[src/rtl/sp_ram_arbiter_if.sv]
// Requester-side port bundle for sp_ram_arbiter: a valid/ready request channel
// plus an unconditioned read-response pulse.
interface sp_ram_arbiter_if #(
  parameter int WIDTH = 32,
  parameter int AW    = 10
);
  logic             valid;
  logic             ready;
  logic             we;
  logic [AW-1:0]    addr;
  logic [WIDTH-1:0] wdata;
  logic             rvalid;
  logic [WIDTH-1:0] rdata;

  modport master (
    output valid, we, addr, wdata,
    input  ready, rvalid, rdata
  );

  modport slave (
    input  valid, we, addr, wdata,
    output ready, rvalid, rdata
  );
endinterface

[src/rtl/sp_ram_arbiter.sv]
// Two-requester arbiter in front of one single-port RAM, with pipelined read-response routing.
// Define SP_RAM_ARB_FIXED_PRIO_EN for fixed priority (A wins); default is round-robin.
module sp_ram_arbiter #(
  parameter int WIDTH       = 32,
  parameter int DEPTH       = 1024,
  parameter int RAM_LATENCY = 1,
  localparam int AW         = $clog2(DEPTH)
) (
  input  logic             clk,
  input  logic             rst,
  sp_ram_arbiter_if.slave  a,
  sp_ram_arbiter_if.slave  b,
  output logic             ram_we,
  output logic [AW-1:0]    ram_addr,
  output logic [WIDTH-1:0] ram_din,
  input  logic [WIDTH-1:0] ram_dout
);

  generate
    if (RAM_LATENCY < 1 || RAM_LATENCY > 2) begin : g_bad_latency
      $error("sp_ram_arbiter: RAM_LATENCY must be 1 or 2");
    end
  endgenerate

  logic grant_a;
  logic grant_b;

`ifdef SP_RAM_ARB_FIXED_PRIO_EN
  always_comb begin
    grant_a = 1'b0;
    grant_b = 1'b0;
    if (!rst) begin
      grant_a = a.valid;
      grant_b = b.valid & ~a.valid;
    end
  end
`else
  typedef enum logic {
    GRANT_A = 1'b0,
    GRANT_B = 1'b1
  } grant_e;

  grant_e last_grant_q;
  grant_e last_grant_d;

  always_comb begin
    grant_a = 1'b0;
    grant_b = 1'b0;
    if (!rst) begin
      if (a.valid && b.valid) begin
        grant_a = (last_grant_q == GRANT_B);
        grant_b = ~grant_a;
      end else begin
        grant_a = a.valid;
        grant_b = b.valid;
      end
    end
  end

  // Only an actual grant moves the round-robin pointer; idle cycles keep it.
  always_comb begin
    last_grant_d = last_grant_q;
    if (grant_a) begin
      last_grant_d = GRANT_A;
    end else if (grant_b) begin
      last_grant_d = GRANT_B;
    end
  end

  always_ff @(posedge clk) begin
    if (rst) begin
      last_grant_q <= GRANT_B;
    end else begin
      last_grant_q <= last_grant_d;
    end
  end
`endif

  assign a.ready = grant_a;
  assign b.ready = grant_b;

  always_comb begin
    ram_we   = 1'b0;
    ram_addr = '0;
    ram_din  = '0;
    if (grant_a) begin
      ram_we   = a.we;
      ram_addr = a.addr;
      ram_din  = a.wdata;
    end else if (grant_b) begin
      ram_we   = b.we;
      ram_addr = b.addr;
      ram_din  = b.wdata;
    end
  end

  // Tag pipe mirrors the RAM read latency; id 0 = A, 1 = B.
  logic                   push_vld;
  logic                   push_id;
  logic [RAM_LATENCY-1:0] tag_vld_q;
  logic [RAM_LATENCY-1:0] tag_vld_d;
  logic [RAM_LATENCY-1:0] tag_id_q;
  logic [RAM_LATENCY-1:0] tag_id_d;

  assign push_vld = (grant_a & ~a.we) | (grant_b & ~b.we);
  assign push_id  = grant_b;

  generate
    for (genvar gi = 0; gi < RAM_LATENCY; gi++) begin : g_tag
      if (gi == 0) begin : g_head
        assign tag_vld_d[gi] = push_vld;
        assign tag_id_d[gi]  = push_id;
      end else begin : g_shift
        assign tag_vld_d[gi] = tag_vld_q[gi-1];
        assign tag_id_d[gi]  = tag_id_q[gi-1];
      end
    end
  endgenerate

  always_ff @(posedge clk) begin
    if (rst) begin
      tag_vld_q <= '0;
      tag_id_q  <= '0;
    end else begin
      tag_vld_q <= tag_vld_d;
      tag_id_q  <= tag_id_d;
    end
  end

  // Gating with rst drops a response whose tag is still draining on the first reset cycle.
  assign a.rvalid = ~rst & tag_vld_q[RAM_LATENCY-1] & ~tag_id_q[RAM_LATENCY-1];
  assign b.rvalid = ~rst & tag_vld_q[RAM_LATENCY-1] &  tag_id_q[RAM_LATENCY-1];
  assign a.rdata  = ram_dout;
  assign b.rdata  = ram_dout;

endmodule

[src/flat_wrapper.sv]
// flat-port wrapper written by rule: the top's interface ports become plain ports
module sp_ram_arbiter_flat 
#(
  parameter int WIDTH       = 32,
  parameter int DEPTH       = 1024,
  parameter int RAM_LATENCY = 1,
  localparam int AW         = $clog2(DEPTH)
)
  (clk, rst, ram_we, ram_addr, ram_din, ram_dout, a_valid, a_we, a_addr, a_wdata, a_ready, a_rvalid, a_rdata, b_valid, b_we, b_addr, b_wdata, b_ready, b_rvalid, b_rdata);
  sp_ram_arbiter_if #(.WIDTH(WIDTH), .AW((10))) a_i ();
  sp_ram_arbiter_if #(.WIDTH(WIDTH), .AW((10))) b_i ();
  input  logic clk;
  input  logic rst;
  output logic ram_we;
  output logic [AW-1:0] ram_addr;
  output logic [WIDTH-1:0] ram_din;
  input  logic [WIDTH-1:0] ram_dout;
  input wire logic [$bits(a_i.valid)-1:0] a_valid;
  input wire logic [$bits(a_i.we)-1:0] a_we;
  input wire logic [$bits(a_i.addr)-1:0] a_addr;
  input wire logic [$bits(a_i.wdata)-1:0] a_wdata;
  output wire logic [$bits(a_i.ready)-1:0] a_ready;
  output wire logic [$bits(a_i.rvalid)-1:0] a_rvalid;
  output wire logic [$bits(a_i.rdata)-1:0] a_rdata;
  input wire logic [$bits(b_i.valid)-1:0] b_valid;
  input wire logic [$bits(b_i.we)-1:0] b_we;
  input wire logic [$bits(b_i.addr)-1:0] b_addr;
  input wire logic [$bits(b_i.wdata)-1:0] b_wdata;
  output wire logic [$bits(b_i.ready)-1:0] b_ready;
  output wire logic [$bits(b_i.rvalid)-1:0] b_rvalid;
  output wire logic [$bits(b_i.rdata)-1:0] b_rdata;
  assign a_i.valid = a_valid;
  assign a_i.we = a_we;
  assign a_i.addr = a_addr;
  assign a_i.wdata = a_wdata;
  assign a_ready = a_i.ready;
  assign a_rvalid = a_i.rvalid;
  assign a_rdata = a_i.rdata;
  assign b_i.valid = b_valid;
  assign b_i.we = b_we;
  assign b_i.addr = b_addr;
  assign b_i.wdata = b_wdata;
  assign b_ready = b_i.ready;
  assign b_rvalid = b_i.rvalid;
  assign b_rdata = b_i.rdata;
  sp_ram_arbiter #(.WIDTH(WIDTH), .DEPTH(DEPTH), .RAM_LATENCY(RAM_LATENCY)) u_core (.clk(clk), .rst(rst), .a(a_i), .b(b_i), .ram_we(ram_we), .ram_addr(ram_addr), .ram_din(ram_din), .ram_dout(ram_dout));
endmodule
[config.mk]
export PLATFORM = sky130hd
export DESIGN_NAME = sp_ram_arbiter_flat
export DESIGN_NICKNAME = d
export VERILOG_FILES = /design/src/rtl/sp_ram_arbiter_if.sv /design/src/rtl/sp_ram_arbiter.sv /design/src/flat_wrapper.sv
export SDC_FILE = /design/constraint.sdc
export NUM_CORES = 1
export LEC_CHECK = 0
export BUFFER_PORTS_ARGS = -buffer_cell sky130_fd_sc_hd__buf_2
export CAP_MARGIN = 20
export CORE_AREA = 3 3 89 91
export DETAILED_ROUTE_END_ITERATION = 7
export DIE_AREA = 0 0 92 94
export PLACE_DENSITY_LB_ADDON = 0.1
export SLEW_MARGIN = 10
export SYNTH_ARGS = -nofsm -noshare
export SYNTH_HDL_FRONTEND = slang
export SYNTH_SLANG_ARGS = --single-unit
[constraint.sdc]
create_clock -name clk -period 2.28 [get_ports clk]
set_input_delay 0.342 -clock clk [delete_from_list [all_inputs] [get_ports clk]]
set_output_delay 0.342 -clock clk [all_outputs]
set_load 0.02 [all_outputs]
======== After elaboration in Yosys (flattened, before gate mapping) ========
Index checks and enable logic that the tools add are counted.
word-level totals
  flip-flop bits (word level) ............. 3
  logic and storage cells ................. 28
  bits of input ports ..................... 122
cells by class
  bitwise logic cells ..................... 11
  reductions and logical operators ........ 2
  muxes and demuxes ....................... 12
operators with widths
  operator           count
  $mux 32            2
  $mux 10            2
  $mux 1             8
  $and 1x1->1        5
  $not 1->1          5
  $reduce_bool 2->1  1
  $logic_and 1x1->1  1
  $or 1x1->1         1

======== Depth between registers and ports, before layout ========
Gate-level depths: netlist of run 1.
  depth in word-level cells ............... 5
  mapped depth ............................ 5

======== Least setup slack after synthesis of run 1 ========
Ideal clock, no wire load.
  path type ............................... input to output
  start ................................... input port a_valid
  end ..................................... output port ram_addr[3]
  path buffers ............................ 2
  data required time ...................... 1.938 ns
  setup slack ............................. 0.677 ns
  arrival ................................. 1.261 ns
  stages .................................. 5
  path through ............................ buf_6 -> a21boi_4 -> buf_6 -> a32oi_1 -> nor2_1
on the way
  cells in the longest elaborated chain, start to end .. 5
  elaborated cells between the ends (all ways) .. 7
  those cells by class .................... mux (6); reduce/logical (1)
RTL lines
  what                RTL line              RTL
  start: declaration  flat_wrapper.sv:18    input wire logic [$bits(a_i.valid)-1:0] a_valid;
  $logic_and 1x1->1   sp_ram_arbiter.sv:50  if (a.valid && b.valid) begin
  $mux 1              sp_ram_arbiter.sv:50
  $mux 1              sp_ram_arbiter.sv:49  if (!rst) begin
  $mux 10             sp_ram_arbiter.sv:90  end else if (grant_b) begin
  $mux 10 *           sp_ram_arbiter.sv:86  if (grant_a) begin
  end: declaration    flat_wrapper.sv:15    output logic [AW-1:0] ram_addr;
Mark *: on every way between the ends. The rest lies on a longest branch, timed or not.

======== Final worst setup path of run 1 ========
  start ................................... register u_core.last_grant_q
  end ..................................... output port ram_din[16]
on the way
  cells in the longest elaborated chain, start to end .. 5
  elaborated cells between the ends (all ways) .. 7
  those cells by class .................... mux (6); bitwise (1)
RTL lines
  what                      RTL line              RTL
  start: declaration        sp_ram_arbiter.sv:43  grant_e last_grant_q;
  start signal: assignment  sp_ram_arbiter.sv:74  last_grant_q <= last_grant_d;
  $not 1->1                 sp_ram_arbiter.sv:52  grant_b = ~grant_a;
  $mux 1                    sp_ram_arbiter.sv:50
  $mux 1                    sp_ram_arbiter.sv:49
  $mux 32                   sp_ram_arbiter.sv:90
  $mux 32 *                 sp_ram_arbiter.sv:86
  end: declaration          flat_wrapper.sv:16    output logic [WIDTH-1:0] ram_din;
Marks and branches as above.

==> impl_metrics.tcl, run 1 <==
set metrics [dict create \
    grt_pass1_vias 1513 \
    slew_headroom_pct 65.8 \
    synth_warnings 0 \
    synth_top_area_share_pct 39.3 \
    timing.setup.tns_ns 0 \
    rrSetupSlack_ns 1.14 \
    min_path_cells 2 \
    cts_setup_buffers 0 \
    yosysUniqueCellTypes 15 \
    worstRegToRegCells 4 \
    cap_viol_max_count 0 \
    rsz0062_at_grt "no" \
    clkSinkCount 3 \
    r2r_start "u_core.last_grant_q" \
    final-hold-violation-count 0 \
    setup_violations 0 \
    synthTopCellsByArea "buf_4, a32oi_1, nor2_1" \
    gp_congestion 0.635 \
    switchingPower_w 0.000230 \
    numPortBuffers 136 \
    antenna_found_initial 0 \
    grt_overflow 0 \
    seq_area_um2 60.1 \
    worst-setup-path-type "reg2out" \
    drive_above_1_share_pct 59.4 \
    irDropWorstVdd_mv 0.128 \
    num_vias 1574 \
    postLayoutCellArea_um2 1600 \
    slew_viol_final 0 \
    synth_cells 187 \
    synth-main-ff-cell "dfxtp_1" \
    viasPerCell 4.50 \
    drt_iter0_drc 24 \
    power.density_nw_per_um2 341 \
    path_clk_slew_ns 0.03 \
    seq_power_share_pct 10.7 \
    drc 0 \
    sw_frac_of_total_pct 42.1 \
    hold_class "in2reg" \
    netlist_area_um2 1300 \
    synthArstFlopShare_pct 0 \
    layout_min_cycle_time_ns 1.80 \
    numCtsBuffers 3 \
    drt-total-wl_mm 5.14 \
    cts_tree "built" \
    clk_latency_ns 0.22 \
    syn_area_per_cell_um2 6.95 \
    firstDrtPassIters 4 \
    p_int_w 0.000317 \
    combPwrFrac_pct 60.8 \
    grt_start_max_net_pins 30 \
    ys_seq_area_share_pct 4.62 \
    cts_hold_buf 0 \
    grt_pass1_wl_mm 7.53 \
    fp.dieH_um 94 \
    n_antenna_cell 0 \
    fin_skew_ns 0.00251 \
    path_max_fanout 21 \
    dp_worst_setup_slack_ns 0.603 \
    cts_buffer_depth 2 \
    fmax_mhz 555 \
    multi_input_area_um2 632 \
    arrival_ns 1.46 \
    cts_root_buffer "clkbuf_8" \
    synth.most_common_cell "buf_4" \
    r2r-end "u_core.tag_vld_q" \
    synth_edf_count 0 \
    status "finished, final reports clean" \
    std_cell_rows 31 \
    layout_setup_ws_ns 0.480 \
    ys_top_cells_by_count "buf_4, nor2_1, a32oi_1, clkbuf_1, buf_6" \
    leakagePower_nw 0.855 \
    holdWs_ns 0.329 \
    wl_per_cell_um 14.7 \
    required_ns 1.94 \
    hold_end "u_core.tag_vld_q" \
    hp-start "a_we" \
    dpl.hpwl_mm 4.09 \
    area_growth_pct 23.3 \
    end_kind "primary output" \
    fillers 872 \
    dieWidth_um 92 \
    layout.nets 374 \
    ys_ff_latch 3 \
    start_util_pct 18.0 \
    dieArea_um2 8650 \
    synthesis.nets 309 \
    gr-usage-all-layers_pct 10.7 \
    yosysTopAreaCell "buf_4" \
    io-pin-count 233 \
    postCtsResizedCells 0 \
    ant_nets 0 \
    post-route-period-util_pct 79.0 \
    tightest_slew_ns 0.514 \
    clockPowerShare_pct 28.4 \
    cts-htree-levels 1 \
    place_area_um2 1560 \
    fp.coreArea_um2 7210 \
    fin_util_pct 22.2 \
    startpoint_type "register" \
]
kinds of logic after synthesis:
| group | Yosys count | synth area share, % |
|---|---|---|
| compound gates | 46 | 31.4 |
| buf+inv | 84 | 46.9 |
| flops | 3 | 4.62 |
| simple gates | 54 | 17.1 |
cell usage in the layout (no fill, tap or decap):
| cell type | n |
|---|---|
| dfxtp_1 | 3 |
| o31ai_1 | 1 |
| clkbuf_1 | 1 |
| o21ai_0 | 1 |
| nand2_1 | 3 |
| nor2_1 | 45 |
| a21boi_4 | 1 |
| clkbuf_8 | 3 |
| buf_4 | 8 |
| buf_2 | 136 |
| a32oi_1 | 43 |
| nor2b_1 | 2 |
| nand2b_1 | 1 |
| and3b_1 | 1 |
| nor3b_1 | 1 |
| nand2b_2 | 1 |
registers in the layout, indices dropped and copies added, names as in the netlist:
name,flops
u_core.tag_vld_q,1
u_core.tag_id_q,1
u_core.last_grant_q,1
critical path, stage by stage (launching register included):
cell and delay, ns:
dfxtp_1 0.33, nand2b_2 0.20, buf_4 0.20, a32oi_1 0.26, nor2_1 0.07, buf_2 0.18
power by group through the flow:
stage          Sequential [W]  Combinational [W]  Clock [W]
3_3_place_gp        0.0000597           0.000339          0
5_1_grt             0.0000591           0.000368   0.000169
2_1_floorplan       0.0000590           0.000360          0
6_report            0.0000587           0.000333   0.000155
3_5_place_dp        0.0000595           0.000336          0
4_1_cts             0.0000587           0.000337   0.000163
worst max-delay path by stage:
stage / start / endpoint / slack (ns)
floorplan: a_valid / ram_addr[3] / 0.68
global placement: rst / ram_addr[4] / 0.60
detailed placement: b_valid / ram_din[19] / 0.60
CTS: u_core.last_grant_q / ram_din[16] / 0.45
global route: u_core.last_grant_q / ram_addr[8] / 0.35
finish: u_core.last_grant_q / ram_din[16] / 0.48
metrics by stage:
| step | cells | total power (W) |
|---|---|---|
| floorplan | 187 | 0.000419 |
| global placement | 346 | 0.000398 |
| detailed placement | 346 | 0.000395 |
| CTS | 350 | 0.000559 |
| global route | 350 | 0.000596 |
| finish | 350 | 0.000547 |
area by class of cell:
class / count / share of cell area (%)
Clock buffer: 4 / 2.81
Multi-Input combinational cell: 100 / 39.5
Sequential cell: 3 / 3.75
Tap cell: 99 / 7.73
Timing Repair Buffer: 144 / 46.2
layer usage:
metal	GRT usage (%)	vias up	wire length [um]
li1	-	742	-
met1	10.8	694	1750
met5	0	-	0
met3	2.24	26	611
met4	5.45	0	152
met2	20.4	112	2630
No activity file was read; power rests on OpenSTA's default activity.
==> inputs of run 2 (changes only) <==
CORE_AREA = 3 3 88 90   (was 3 3 89 91)
DIE_AREA = 0 0 91 93   (was 0 0 92 94)
clock period = 1.5 ns   (was 2.28 ns; I/O delays follow)
==> run 2 against run 1 <==
The run now ends with setup timing left. Cell count rose by 1.1%. Sequential cell count did not move. First-iteration DRC count rose by 120%. Clock skew is 0.00072 ns lower. Critical path depth grew 1. Utilization up 3.6 points. Critical path type unchanged. Critical endpoint is now ram_addr[7].
==> impl_metrics.tcl, run 2 (synthesized netlist as in run 1, its figures left out) <==
set metrics [dict create \
    dieArea_um2 8460 \
    std_cell_rows 31 \
    r2r_start "u_core.last_grant_q" \
    dpl.hpwl_mm 3.67 \
    hold_end "u_core.tag_vld_q" \
    fin_skew_ns 0.00179 \
    drt_iter0_drc 53 \
    clk_latency_ns 0.21 \
    fillers 822 \
    dieWidth_um 91 \
    layout.nets 378 \
    worstRegToRegCells 4 \
    cts_buffer_depth 2 \
    leakagePower_nw 0.928 \
    gr-usage-all-layers_pct 10.2 \
    clkSinkCount 3 \
    r2r-end "u_core.tag_vld_q" \
    cts_tree "built" \
    hold_class "in2reg" \
    startpoint_type "register" \
    cts-htree-levels 1 \
    path_cells "a21boi_4 > buf_4 > clkbuf_16 > a32oi_2 > nor2_1 > buf_2" \
    start_util_pct 18.2 \
    fmax_mhz 643 \
    grt_start_max_net_pins 52 \
    fp.dieH_um 93 \
    firstDrtPassIters 4 \
    area_growth_pct 41.8 \
    cts_hold_buf 0 \
    slew_viol_final 0 \
    rrSetupSlack_ns 0.46 \
    rsz0062_at_grt "yes" \
    violations "setup timing" \
    grt_overflow 0 \
    wl_per_cell_um 14.2 \
    n_antenna_cell 0 \
    irDropWorstVdd_mv 0.190 \
    power.density_nw_per_um2 499 \
    worst-setup-path-type "reg2out" \
    post-route-period-util_pct 104 \
    slew_headroom_pct 82.2 \
    final-hold-violation-count 0 \
    fp.coreArea_um2 7140 \
    hp-start "a_we" \
    path_clk_slew_ns 0.03 \
    largestRegisters "u_core.last_grant_q: 1 flops, u_core.tag_id_q: 1 flops, u_core.tag_vld_q: 1 flops" \
    grt_pass1_vias 1507 \
    drt-total-wl_mm 5.04 \
    final_common_cell "buf_2" \
    viasPerCell 4.51 \
    cts_root_buffer "clkbuf_8" \
    numCtsBuffers 3 \
    layout_setup_ws_ns -0.0562 \
    layout_common_cells "buf_2, nor2_1, buf_4, a32oi_1, buf_12" \
    layout_min_cycle_time_ns 1.56 \
    drc 0 \
    num_vias 1597 \
    numPortBuffers 136 \
    ant_nets 0 \
    critPathMaxStageDelay_ns 0.35 \
    cap_viol_max_count 0 \
    setup_violations 35 \
    grt_pass1_wl_mm 7.27 \
    drive_above_1_share_pct 62.0 \
    tightest_slew_ns 0.267 \
    dp_worst_setup_slack_ns 0.0506 \
    antenna_found_initial 0 \
    gp_congestion 0.639 \
    io-pin-count 233 \
    status "finished, violations left" \
    seq_area_um2 61.3 \
    required_ns 1.27 \
    end_kind "primary output" \
    multi_input_area_um2 662 \
    arrival_ns 1.33 \
    timing.setup.tns_ns -0.751 \
    path_max_fanout 9 \
    crit_slowest_cell "dfxtp_2" \
    min_path_cells 2 \
]
run 2: power by group:
group | leakage (nW) | internal (W) | switching, W
sequential | 0.0246 | 0.0000861 | 0.00000374
combinational | 0.880 | 0.000290 | 0.000306
clock | 0.0228 | 0.000181 | 0.0000524
run 2: cell type report:
class                      instances  area share, %
tap                               99           6.73
clock buffer                       4           2.45
multi-input combinational        100           35.9
sequential                         3           3.33
timing repair buffer             148           51.6
run 2: worst max-delay path by stage:
stage	from	endpoint	slack, ns	cells after the start
floorplan	u_core.last_grant_q	ram_addr[0]	0.09	5
global placement	u_core.last_grant_q	ram_addr[7]	0.06	5
detailed placement	u_core.last_grant_q	ram_addr[7]	0.05	5
CTS	u_core.last_grant_q	ram_addr[7]	-0.05	5
global route	u_core.last_grant_q	ram_din[9]	-0.14	6
finish	u_core.last_grant_q	ram_addr[7]	-0.06	6
run 2: metrics by stage:
| step | util [%] | hold WS (ns) | total power, W | instances | cell area [um^2] |
|---|---|---|---|---|---|
| final | 25.8 | 0.222 | 0.000920 | 354 | 1840 |
| after floorplan | - | 0.325 | 0.000637 | 187 | 1300 |
| after global routing | 25.8 | 0.237 | 0.000990 | 354 | 1840 |
| after global placement | 22.7 | 0.450 | 0.000629 | 346 | 1620 |
| after detailed placement | 22.7 | 0.446 | 0.000623 | 346 | 1620 |
| after CTS | 24.5 | 0.220 | 0.000898 | 350 | 1750 |
run 2: layer usage:
metal | part of all wire [%] | wire length (um) | global-route usage, %
met5 | 0 | 0 | 0
met4 | 4.0 | 199 | 6.53
met3 | 12 | 613 | 2.65
met2 | 49 | 2470 | 17.8
met1 | 35 | 1760 | 11.0
run 2: repair_timing:
action,4_1_cts,5_1_grt
resized for setup,31,14
buffers inserted,0,3
gates cloned,0,1
endpoints found under the setup margin,45,45
pin swaps,2,0
run 2: worst max-delay path: cells and delay by family (launching register included):
| kind | cells | cell delay (ns) |
|---|---|---|
| AND/OR/NAND/NOR | 1 | 0.05 |
| AO/OA/AOI/OAI | 2 | 0.23 |
| buffers and inverters | 3 | 0.47 |
| flip-flops | 1 | 0.35 |
